`config.mk`:
```
export PLATFORM = sky130hd
export DESIGN_NAME = maxpool_relu_stream
export DESIGN_NICKNAME = d
export VERILOG_FILES = /design/src/rtl/conv_pkg.sv /design/src/rtl/max_relu_unit.sv /design/src/rtl/maxpool_relu_stream.sv
export SDC_FILE = /design/constraint.sdc
export NUM_CORES = 1
export LEC_CHECK = 0
export CORE_ASPECT_RATIO = 0.6
export CORE_MARGIN = 2
export CORE_UTILIZATION = 51
export CTS_BUF_LIST = sky130_fd_sc_hd__clkbuf_16
export CTS_CLUSTER_SIZE = 16
export DETAILED_ROUTE_END_ITERATION = 7
export PLACE_DENSITY_LB_ADDON = 0.08
export REMOVE_ABC_BUFFERS = 1
export SKIP_CTS_REPAIR_TIMING = 1
export SLEW_MARGIN = 25
export SYNTH_ARGS = -nofsm -noshare
export SYNTH_HDL_FRONTEND = slang
export SYNTH_SLANG_ARGS = --single-unit
```
`constraint.sdc`:
```
create_clock -name clk -period 20.9 [get_ports clk]
set_input_delay 4.18 -clock clk [delete_from_list [all_inputs] [get_ports clk]]
set_output_delay 4.18 -clock clk [all_outputs]
set_load 0.02 [all_outputs]
```
`src/rtl/conv_pkg.sv`:
```
// rtl/conv_pkg.sv - shared data width, FSM state type and output-dimension helper
package conv_pkg;

   localparam int DATA_W = 32;

   typedef enum logic [1:0] {
      IDLE,
      SCAN,
      EMIT
   } state_t;

   // Valid-window output side length for an in x in frame, f x f window, stride s.
   function automatic int out_dim(input int in_dim, input int f, input int s);
      return ((in_dim - f) / s) + 1;
   endfunction

endpackage

```
`src/rtl/max_relu_unit.sv`:
```
// rtl/max_relu_unit.sv - signed running-max select plus optional ReLU clamp
module max_relu_unit
   import conv_pkg::*;
#(
   parameter int relu_en = 1
) (
   input  logic [DATA_W-1:0] acc_i,
   input  logic [DATA_W-1:0] elem_i,
   input  logic              first_i,
   output logic [DATA_W-1:0] max_o,
   output logic [DATA_W-1:0] result_o
);

   always_comb begin
      max_o = acc_i;
      // Strictly greater keeps the earliest maximum on ties.
      if (first_i || ($signed(elem_i) > $signed(acc_i))) begin
         max_o = elem_i;
      end
      result_o = max_o;
      if ((relu_en != 0) && max_o[DATA_W-1]) begin
         result_o = '0;
      end
   end

endmodule

```
`src/rtl/maxpool_relu_stream.sv`:
```
// rtl/maxpool_relu_stream.sv - captures a square frame, then streams window maxima one result at a time
module maxpool_relu_stream
   import conv_pkg::*;
#(
   parameter int in_size     = 3,
   parameter int pool_size   = 2,
   parameter int pool_stride = 1,
   parameter int relu_en     = 1,
   localparam int out_size   = out_dim(in_size, pool_size, pool_stride),
   localparam int n_out      = out_size * out_size,
   localparam int IDX_W      = (n_out > 1) ? $clog2(n_out) : 1
) (
   input  logic              clk,
   input  logic              reset,
   input  logic [DATA_W-1:0] in_data [in_size*in_size],
   input  logic              in_valid,
   output logic              in_ready,
   output logic [DATA_W-1:0] out_data,
   output logic [IDX_W-1:0]  out_index,
   output logic              out_valid,
   input  logic              out_ready,
   output logic              out_last
);

   localparam int N  = in_size * in_size;
   localparam int AW = (N > 1) ? $clog2(N) : 1;
   localparam int CW = $clog2(in_size + 1);
   localparam logic [CW-1:0]    P_LAST   = CW'(pool_size - 1);
   localparam logic [CW-1:0]    O_LAST   = CW'(out_size - 1);
   localparam logic [IDX_W-1:0] IDX_LAST = IDX_W'(n_out - 1);

   state_t              state_q;
   logic [DATA_W-1:0]   frame_q [N];
   logic [CW-1:0]       wr_q, wc_q, er_q, ec_q;
   logic [DATA_W-1:0]   acc_q, acc_d;
   logic [DATA_W-1:0]   out_data_q, result_d;
   logic [IDX_W-1:0]    out_index_q;
   logic                out_valid_q, out_last_q;

   logic [31:0]         addr_full;
   logic [AW-1:0]       addr;
   logic [DATA_W-1:0]   elem;
   logic                first_elem, last_elem;

   always_comb begin
      addr_full  = (32'(wr_q) * 32'(pool_stride) + 32'(er_q)) * 32'(in_size)
                 + 32'(wc_q) * 32'(pool_stride) + 32'(ec_q);
      addr       = AW'(addr_full);
      elem       = frame_q[addr];
      first_elem = (er_q == '0) && (ec_q == '0);
      last_elem  = (er_q == P_LAST) && (ec_q == P_LAST);
   end

   max_relu_unit #(
      .relu_en (relu_en)
   ) u_max_relu (
      .acc_i    (acc_q),
      .elem_i   (elem),
      .first_i  (first_elem),
      .max_o    (acc_d),
      .result_o (result_d)
   );

   always_ff @(posedge clk) begin
      if (reset) begin
         state_q     <= IDLE;
         wr_q        <= '0;
         wc_q        <= '0;
         er_q        <= '0;
         ec_q        <= '0;
         acc_q       <= '0;
         out_data_q  <= '0;
         out_index_q <= '0;
         out_valid_q <= 1'b0;
         out_last_q  <= 1'b0;
      end else begin
         case (state_q)
            IDLE: begin
               if (in_valid) begin
                  frame_q     <= in_data;
                  wr_q        <= '0;
                  wc_q        <= '0;
                  er_q        <= '0;
                  ec_q        <= '0;
                  out_index_q <= '0;
                  state_q     <= SCAN;
               end
            end
            SCAN: begin
               acc_q <= acc_d;
               if (last_elem) begin
                  er_q        <= '0;
                  ec_q        <= '0;
                  out_data_q  <= result_d;
                  out_valid_q <= 1'b1;
                  out_last_q  <= (out_index_q == IDX_LAST);
                  state_q     <= EMIT;
               end else if (ec_q == P_LAST) begin
                  ec_q <= '0;
                  er_q <= er_q + CW'(1);
               end else begin
                  ec_q <= ec_q + CW'(1);
               end
            end
            EMIT: begin
               if (out_ready) begin
                  out_valid_q <= 1'b0;
                  out_last_q  <= 1'b0;
                  if (out_last_q) begin
                     state_q <= IDLE;
                  end else begin
                     // out_index doubles as the window counter; it only moves on a handshake.
                     out_index_q <= out_index_q + IDX_W'(1);
                     if (wc_q == O_LAST) begin
                        wc_q <= '0;
                        wr_q <= wr_q + CW'(1);
                     end else begin
                        wc_q <= wc_q + CW'(1);
                     end
                     state_q <= SCAN;
                  end
               end
            end
            default: state_q <= IDLE;
         endcase
      end
   end

   assign in_ready  = (state_q == IDLE);
   assign out_data  = out_data_q;
   assign out_index = out_index_q;
   assign out_valid = out_valid_q;
   assign out_last  = out_last_q;

endmodule

```
==> results of run 1 <==
[path summary, 6_finish.rpt]
kind                     startpoint                      to  slack, ps  cells after the start
min          out_valid$_SDFFE_PP0P_  out_valid$_SDFFE_PP0P_        460                      2
max            er_q[0]$_SDFFE_PP0P_   acc_q[0]$_SDFFE_PP0P_      12990                     21
max reg2reg    er_q[0]$_SDFFE_PP0P_   acc_q[0]$_SDFFE_PP0P_      12990                     21
min reg2reg  out_valid$_SDFFE_PP0P_  out_valid$_SDFFE_PP0P_        460                      2
[sequential cells by signal, indices dropped and copies added, names as in the netlist]
register / cells
out_data: 31
wc_q: 2
out_index: 2
out_valid: 1
ec_q: 2
state_q: 2
out_last: 1
frame_q: 288
wr_q: 2
acc_q: 32
er_q: 2
[cells by family (layout without fill, tap and decap cells)]
group | Yosys count | count (layout) | share of synthesized area, %
AOI/OAI and AO/OA | 175 | 175 | 8.283
xor gates and xnor gates | 2 | 2 | 0.1142
adders and majority gates | 43 | 43 | 3.701
buffers and inverters | 106 | 447 | 3.041
DFF | 365 | 365 | 66.39
muxes | 131 | 131 | 13.83
other | 1 | 1 | 0.02443
and+or+nand+nor | 144 | 144 | 4.606
[layout make-up]
class	count	area [um^2]	area share, %
clock buffer	35	875.8	4.353
clock inverter	27	206.4	1.026
inverter	39	146.4	0.7276
multi-input combinational	496	4765	23.68
sequential	365	10190	50.65
tap	408	510.5	2.537
timing repair buffer	346	3426	17.03
[power by group]
part / total, W / switching, W / internal (W)
registers: 0.000839 / 0.0000138 / 0.000825
clock network: 0.000608 / 0.000265 / 0.000343
logic: 0.000247 / 0.000123 / 0.000124
[routing by layer]
metal | routed length, um | up-vias | GRT usage, %
li1 | - | 4494 | -
met1 | 16750 | 4840 | 34.05
met2 | 16810 | 277 | 35.85
met3 | 2237 | 41 | 5.260
met4 | 481 | 0 | 4.816
met5 | 0 | - | 0
[worst max-delay path, stage by stage, from the launching register on]
cell and delay (ps):
sky130_fd_sc_hd__dfxtp_1 360, sky130_fd_sc_hd__ha_1 210, sky130_fd_sc_hd__fa_1 480, sky130_fd_sc_hd__inv_1 60
sky130_fd_sc_hd__fa_1 500, sky130_fd_sc_hd__inv_1 60, sky130_fd_sc_hd__fa_1 500, sky130_fd_sc_hd__ha_4 190
sky130_fd_sc_hd__fa_2 900, sky130_fd_sc_hd__buf_4 470, sky130_fd_sc_hd__mux2i_1 250, sky130_fd_sc_hd__o21a_1 130
sky130_fd_sc_hd__buf_4 360, sky130_fd_sc_hd__inv_1 130, sky130_fd_sc_hd__ha_1 430, sky130_fd_sc_hd__nand4_2 190
sky130_fd_sc_hd__or4_4 590, sky130_fd_sc_hd__or2_4 290, sky130_fd_sc_hd__and4_4 210, sky130_fd_sc_hd__a211oi_4 730
sky130_fd_sc_hd__buf_4 350, sky130_fd_sc_hd__mux2_4 320
[cell usage after synthesis (2+ instances only)]
cell type                    n  area share, %
sky130_fd_sc_hd__buf_2       7           0.23
sky130_fd_sc_hd__mux2_4      2           0.20
sky130_fd_sc_hd__inv_1      39           0.95
sky130_fd_sc_hd__buf_4       4           0.20
sky130_fd_sc_hd__buf_6       6           0.44
sky130_fd_sc_hd__a221oi_1   31            1.8
sky130_fd_sc_hd__mux2i_1    64            4.2
sky130_fd_sc_hd__edfxtp_1  288             56
sky130_fd_sc_hd__a32oi_1    30            1.7
sky130_fd_sc_hd__nand4_1     7           0.29
sky130_fd_sc_hd__o21ai_0    36            1.2
sky130_fd_sc_hd__nand3b_1    2          0.098
sky130_fd_sc_hd__clkbuf_1   46            1.1
sky130_fd_sc_hd__o41a_1      2           0.15
sky130_fd_sc_hd__xnor2_1     2           0.11
sky130_fd_sc_hd__ha_1       39            3.2
sky130_fd_sc_hd__buf_1       4          0.098
sky130_fd_sc_hd__a21oi_1    27           0.88
sky130_fd_sc_hd__a21o_1      3           0.15
sky130_fd_sc_hd__mux4_2     64            9.4
sky130_fd_sc_hd__nor2b_1     4           0.16
sky130_fd_sc_hd__nand2_1    17           0.42
sky130_fd_sc_hd__o21a_1      2          0.098
sky130_fd_sc_hd__nand3_1    36            1.2
sky130_fd_sc_hd__nor3_1      8           0.26
sky130_fd_sc_hd__fa_1        4           0.52
sky130_fd_sc_hd__nor2_1     51            1.2
sky130_fd_sc_hd__nand2b_1    3           0.12
sky130_fd_sc_hd__a22oi_1    32            1.6
sky130_fd_sc_hd__dfxtp_1    77             10
sky130_fd_sc_hd__and2_1      4           0.16
sky130_fd_sc_hd__nor3b_1     3           0.15
[cells in the final DEF (no fill, tap or decap), types with 3 or more instances in the layout]
cell	netlist	routed
sky130_fd_sc_hd__a21o_1	3	3
sky130_fd_sc_hd__a21oi_1	27	27
sky130_fd_sc_hd__a221oi_1	31	31
sky130_fd_sc_hd__a22oi_1	32	32
sky130_fd_sc_hd__a32oi_1	30	30
sky130_fd_sc_hd__and2_1	4	4
sky130_fd_sc_hd__buf_4	4	16
sky130_fd_sc_hd__bufinv_16	0	3
sky130_fd_sc_hd__clkbuf_16	0	35
sky130_fd_sc_hd__clkdlybuf4s50_1	0	326
sky130_fd_sc_hd__clkinv_1	0	7
sky130_fd_sc_hd__clkinv_2	0	5
sky130_fd_sc_hd__dfxtp_1	77	77
sky130_fd_sc_hd__edfxtp_1	288	288
sky130_fd_sc_hd__fa_1	4	3
sky130_fd_sc_hd__ha_1	39	37
sky130_fd_sc_hd__inv_1	39	47
sky130_fd_sc_hd__inv_6	0	3
sky130_fd_sc_hd__mux2i_1	64	64
sky130_fd_sc_hd__mux4_2	64	64
sky130_fd_sc_hd__nand2_1	17	17
sky130_fd_sc_hd__nand2b_1	3	3
sky130_fd_sc_hd__nand3_1	36	36
sky130_fd_sc_hd__nand4_1	7	7
sky130_fd_sc_hd__nor2_1	51	48
sky130_fd_sc_hd__nor2b_1	4	4
sky130_fd_sc_hd__nor3_1	8	6
sky130_fd_sc_hd__nor3b_1	3	3
sky130_fd_sc_hd__o21ai_0	36	36
[metrics by stage]
step / worst slack [ps] / hold slack (ps) / total power [W]
global placement: 13170 / 445.1 / 0.001096
global route: 12640 / 496.0 / 0.001765
finish: 12990 / 460.5 / 0.001694
CTS: 12970 / 464.5 / 0.001709
floorplan: 3769 / 463.7 / 0.001004
detailed placement: 13010 / 455.8 / 0.001101
==> run summary, run 1 <==
Cells with a size suffix above 1 make up 11.47% of the layout. The synthesized netlist cell count is around 970. The placeable core region is roughly 30000 um^2. The H-tree was split into 2 levels. The placed instance area came out at 19030 um^2. Global routing finished with a remaining overflow of 0. The height of the die is 138.4 um. The synthesized flop and latch total is 365.

The total routed wirelength is 36290 um. The number of standard-cell rows in the floorplan came out at between 40 and 50. The mean instance size in the synthesized netlist came out at between 15 and 20 um^2. The max-slew violation count came to 0.

Setup repair after global routing left no endpoint under its margin. STA classifies the critical path startpoint as a register. The die boundary width came out at ~230 um. The number of warnings printed during yosys synthesis is 0.

The detailed router's first-iteration violation count came out at 786. In this run the worst path has a maximum fanout of 32. The detailed-route via count is 9652. The post-detailed-route via-to-cell ratio came out at 5.625. The number of synthesized flops with an enable pin is 288. In this run, CTS created clock tree buffers numbering 35. The count of non-filler cells in the finished layout came out at 1716. The post-route standard cell area excluding fillers is 20120 um^2.

The clock latency of the later-clocked register in the worst-skew pair came out at 540 ps. In this run the clock root is driven by a sky130_fd_sc_hd__clkbuf_16. The number of violations of the max-capacitance limit is 0. The worst path arrival time is between 8000 and 9000 ps. The relative area change from synthesis to final layout came out at 31.09%.

The average routed wire per standard cell came out at 21.15 um. The final worst-path cycle share is 37.83%. The flow ran to the end, and the final reports show no timing, DRC or antenna violations. The share of synthesized registers carrying an async set or reset is 0%. In this run the worst hold path is classified as reg -> reg. STA classifies the critical path endpoint as a register. In this run the cell area of the synthesized design comes to 15350 um^2. TritonCTS built the clock tree. Once detailed placement completed, the half-perimeter wirelength came to 25220 um.

The final estimated routing congestion in global placement came out at approximately 0.82. The pin count of the biggest net entering global routing is 87. The leakage dissipation is 6.629 nW.

The number of buffers on the longest clock path is 3. The number of nets in the finished design is roughly 1600. The final hold violation count is 0. Power spread over the standard cell area amounts to 84.22 nW/um^2. Global routing consumed, over all layers together, 23.17% of the routing resources.

Measured on the finished design, the core utilization comes to 67.52%. The count of unresolved DRC violations after routing is 0. Among all flip-flop cells after synthesis, the most frequent one is sky130_fd_sc_hd__edfxtp_1. The antenna cell count is 0. The initial cell density of the core is 51.51%. The initial antenna violation count was 0. The actual slew at the worst max-slew pin is 971.6 ps. Headroom to the max-slew limit came out at 34.63%. Counting every sink on the clock net gives 365. After clock tree synthesis, the clock-pin slew on the worst setup and hold paths is 60 ps.

The global-route wire length before repair is 56670 um. The first detailed-routing pass took 6 iterations. The maximum vdd drop is 64.72 uV. At the worst endpoint, the required time is 21310 ps. The maximum achievable frequency came out at 126.5 MHz.

The number of global-route vias before repair is about 10000. The die covers 31540 um^2. Setup violations remaining at the end of the flow were counted as 0. Counting tap cells, the placed design contains a total of 1654 instances. The number of routed nets with antenna violations came out at 0. The worst path needs 7906 ps of the cycle, external delays included. The path type of the worst setup path is reg -> reg. The number of top-level pins came out at 329. The sequential cell area fraction in the yosys report is 66.39%. On the final layout, the worst clock skew is 26.81 ps. The total negative setup slack came out at 0 ps. The number of distinct standard cells referenced by the synthesized netlist came out at between 50 and 60. The number of buffers added on ports came out at 327. The number of fillers in the final layout is 2164.
No activity file was read; power rests on OpenSTA's default activity.
==> run 2: changes to the inputs <==
--- a/config.mk
+++ b/config.mk
@@ -7,7 +7,7 @@
 export LEC_CHECK = 0
 export CORE_ASPECT_RATIO = 0.6
 export CORE_MARGIN = 2
-export CORE_UTILIZATION = 51
+export CORE_UTILIZATION = 46
 export CTS_BUF_LIST = sky130_fd_sc_hd__clkbuf_16
 export CTS_CLUSTER_SIZE = 16
 export DETAILED_ROUTE_END_ITERATION = 7
==> constraint.sdc (replaced) <==
create_clock -name clk -period 6.33 [get_ports clk]
set_input_delay 1.266 -clock clk [delete_from_list [all_inputs] [get_ports clk]]
set_output_delay 1.266 -clock clk [all_outputs]
set_load 0.02 [all_outputs]
==> run summary, run 2 (same netlist as run 1, synthesis figures left out) <==
The average routed wire per standard cell is 21.67 um (was 21.15 um). The maximum vdd drop came out at 208.6 uV (was 64.72 uV). The max-slew violation count came out at 0 (unchanged). The number of violations of the max-capacitance limit came out at 0 (unchanged). The internal cell power is 0.004395 W (was 0.001292 W). The switching power summed over all nets is 0.001390 W (was 0.0004021 W). The global-route wire length before repair is 58660 um (was 56670 um). The CTS buffer count is 36 (was 35).

The level count of the clock H-tree came out at 2 (unchanged). The share of total power in the clock network was 35.9% (about the same). The setup slack of the worst register-to-register path came out at 120 ps (was 12990 ps). The pin count of the biggest net entering global routing is 122 (was 87).

Outcome: finished, final reports clean (unchanged). The clock latency of the later-clocked register in the worst-skew pair is 530 ps (was 540 ps). The number of routed nets with antenna violations is 0 (unchanged). The number of top-level pins was 329 (unchanged). The commonest non-fill, non-tap cell in the layout was sky130_fd_sc_hd__clkdlybuf4s50_1 (unchanged). The switching part of the total power came out at 24.03% (was 23.73%). The final worst-path cycle share is 98.14% (was 37.83%).

The overall global routing resource usage is 22.00% (was 23.17%). The number of fillers in the final layout is 2411 (was 2164). The leakage dissipation is 6.965 nW (was 6.629 nW). The total routed wirelength came out at 39000 um (was 36290 um). The number of standard-cell rows in the floorplan is 51 (was 49). The number of nets in the finished design is 1660 (was 1618). The worst min-delay path class is reg -> reg (unchanged). The worst slew slack as a fraction of its limit is 42.83% (was 34.63%).

The count of unresolved DRC violations after routing came out at 0 (unchanged). The total negative setup slack was 0 ps (unchanged). The antenna cell count was 0 (unchanged). The worst hold slack came out at 464.9 ps (was 460.5 ps). The setup slack after layout came out at 117.7 ps (was 12990 ps). The number of buffers on the longest clock path is 3 (unchanged).

The placeable core region is 32610 um^2 (was 29800 um^2). The post-CTS clock slew at the launch and capture registers of the worst setup and hold paths is 60 ps (about the same). The number of buffers added on ports came to 327 (unchanged). The part of the power in registers came out at 47.9% (was 49.5%). The largest clock skew in the final design came to 17.11 ps (was 26.81 ps). The share of post-route cells with drive strength above 1 came out at 17.26% (was 11.47%). The worst endpoint required time came out at 6750 ps (was 21310 ps). The total half-perimeter wirelength after legalization and detailed placement came out at 26930 um (was 25220 um).

The number of global-route vias before repair is 9893 (was 9844). The power density normalized to cell area came out at 276.1 nW/um^2 (was 84.22 nW/um^2). The detailed-routing iteration count for the pre-antenna-repair pass was 7 (was 6).

The initial cell density of the core is 47.07% (was 51.51%). The kind of end point of the critical path is a register (unchanged). The maximum achievable frequency came out at 161.0 MHz (was 126.5 MHz). The post-detailed-route via-to-cell ratio is 5.501 (was 5.625).

The kind of start point of the critical path was a register (unchanged). The detailed router's first-iteration violation count is 720 (was 786). The register with the most flip-flops is frame_q (unchanged). The final estimated routing congestion in global placement is 0.7803 (was 0.8170). The relative area change from synthesis to final layout is 36.55% (was 31.09%). The die boundary width is 239.8 um (was 228.0 um). The worst path arrival time came out at 6640 ps (was 8320 ps). The height of the die was 145.5 um (was 138.4 um).

The TritonCTS clock tree is done (unchanged). The full die area is 34890 um^2 (was 31540 um^2). The total global routing overflow came out at 0 (unchanged).

The path type of the worst setup path is reg -> reg (unchanged). The detailed-route via count is 9902 (was 9652). The actual slew at the worst max-slew pin came out at 856.7 ps (was 971.6 ps).

The setup slack at placement came out at -42.37 ps (was 13010 ps). The final hold violation count came out at 0 (unchanged). The number of sinks handled by clock tree synthesis was 365 (unchanged). The combinational power share came out at 16.3% (was 14.6%). The initial antenna violation count came out at 1 (was 0). The number of flip-flops in the largest register came out at 288 (unchanged). The post-layout utilization of the core is 64.27% (was 67.52%). The final number of setup-violating endpoints is 0 (unchanged). The root buffer selected by CTS is sky130_fd_sc_hd__clkbuf_16 (unchanged). The largest fanout of any net on the critical path is 7 (was 32). The time the final worst path needs with I/O delays and setup is 6212 ps (was 7906 ps). Commonest cells after routing, fill and taps aside: sky130_fd_sc_hd__clkdlybuf4s50_1 (326), sky130_fd_sc_hd__edfxtp_1 (288), sky130_fd_sc_hd__dfxtp_1 (76) (was sky130_fd_sc_hd__clkdlybuf4s50_1 (326), sky130_fd_sc_hd__edfxtp_1 (288), sky130_fd_sc_hd__dfxtp_1 (77)).
==> run 2: cell count changes in the layout (fill, tap and decap cells not counted), moves of 4 or more <==
cell                        before  now
sky130_fd_sc_hd__o21ai_1         0   10
sky130_fd_sc_hd__o21ai_2         0   14
sky130_fd_sc_hd__buf_12          0   12
sky130_fd_sc_hd__mux2i_2         0    8
sky130_fd_sc_hd__mux2i_1        64   52
sky130_fd_sc_hd__clkbuf_16      35   40
sky130_fd_sc_hd__o21ai_0        36   10
sky130_fd_sc_hd__mux2i_4         0    4
sky130_fd_sc_hd__buf_4          16   42
==> run 2: area by class of cell <==
cell class                 count  area (um^2)  area share (%)
clock buffer                  37        925.9           4.418
clock inverter                26        200.2          0.9553
inverter                      39        146.4          0.6985
multi-input combinational    496         4997           23.85
sequential                   365        10190           48.63
tap                          450        563.0           2.687
timing repair buffer         387         3933           18.77
==> run 2: layer usage <==
layer / wire length [um] / vias to the layer above / GRT usage [%]
li1: - / 4586 / -
met1: 17990 / 4972 / 32.00
met2: 18160 / 305 / 34.33
met3: 2348 / 39 / 4.628
met4: 507 / 0 / 4.720
met5: 0 / - / 0
==> run 2: stage by stage <==
step | cell area (um^2) | cells | total power (W)
floorplan | 15030 | 900 | 0.003315
global placement | 19370 | 1715 | 0.003681
detailed placement | 19370 | 1715 | 0.003692
CTS | 20500 | 1778 | 0.005773
global route | 20960 | 1800 | 0.006022
finish | 20960 | 1800 | 0.005786
==> run 2: final timing paths <==
check	start	end	cells after the start
worst max-delay path	wr_q[0]$_SDFFE_PP0P_	acc_q[31]$_SDFFE_PP0P_	19
worst max register to register	wr_q[0]$_SDFFE_PP0P_	acc_q[31]$_SDFFE_PP0P_	19
worst min register to register	out_valid$_SDFFE_PP0P_	out_valid$_SDFFE_PP0P_	2
worst min-delay path	out_valid$_SDFFE_PP0P_	out_valid$_SDFFE_PP0P_	2
==> run 2: worst max-delay path, stage by stage (launching register included) <==
cell and delay [ps]:
sky130_fd_sc_hd__dfxtp_2 320, sky130_fd_sc_hd__ha_1 200, sky130_fd_sc_hd__fa_1 470, sky130_fd_sc_hd__inv_1 60
sky130_fd_sc_hd__fa_1 480, sky130_fd_sc_hd__inv_1 50, sky130_fd_sc_hd__fa_1 480, sky130_fd_sc_hd__ha_4 180
sky130_fd_sc_hd__fa_4 1010, sky130_fd_sc_hd__buf_12 190, sky130_fd_sc_hd__mux2i_4 260, sky130_fd_sc_hd__o21ai_4 110
sky130_fd_sc_hd__ha_1 340, sky130_fd_sc_hd__nand4_1 130, sky130_fd_sc_hd__or4_4 570, sky130_fd_sc_hd__or2_4 290
sky130_fd_sc_hd__o2111a_2 190, sky130_fd_sc_hd__a211oi_4 300, sky130_fd_sc_hd__buf_12 160, sky130_fd_sc_hd__mux2_4 290
==> run 2: power groups by stage <==
stage	clock, W	sequential [W]	combinational, W
after floorplan	0	0.00285	0.000470
after global placement	0	0.00282	0.000866
after detailed placement	0	0.00282	0.000872
after CTS	0.00213	0.00277	0.000876
after global routing	0.00222	0.00278	0.00102
final	0.00207	0.00277	0.000942
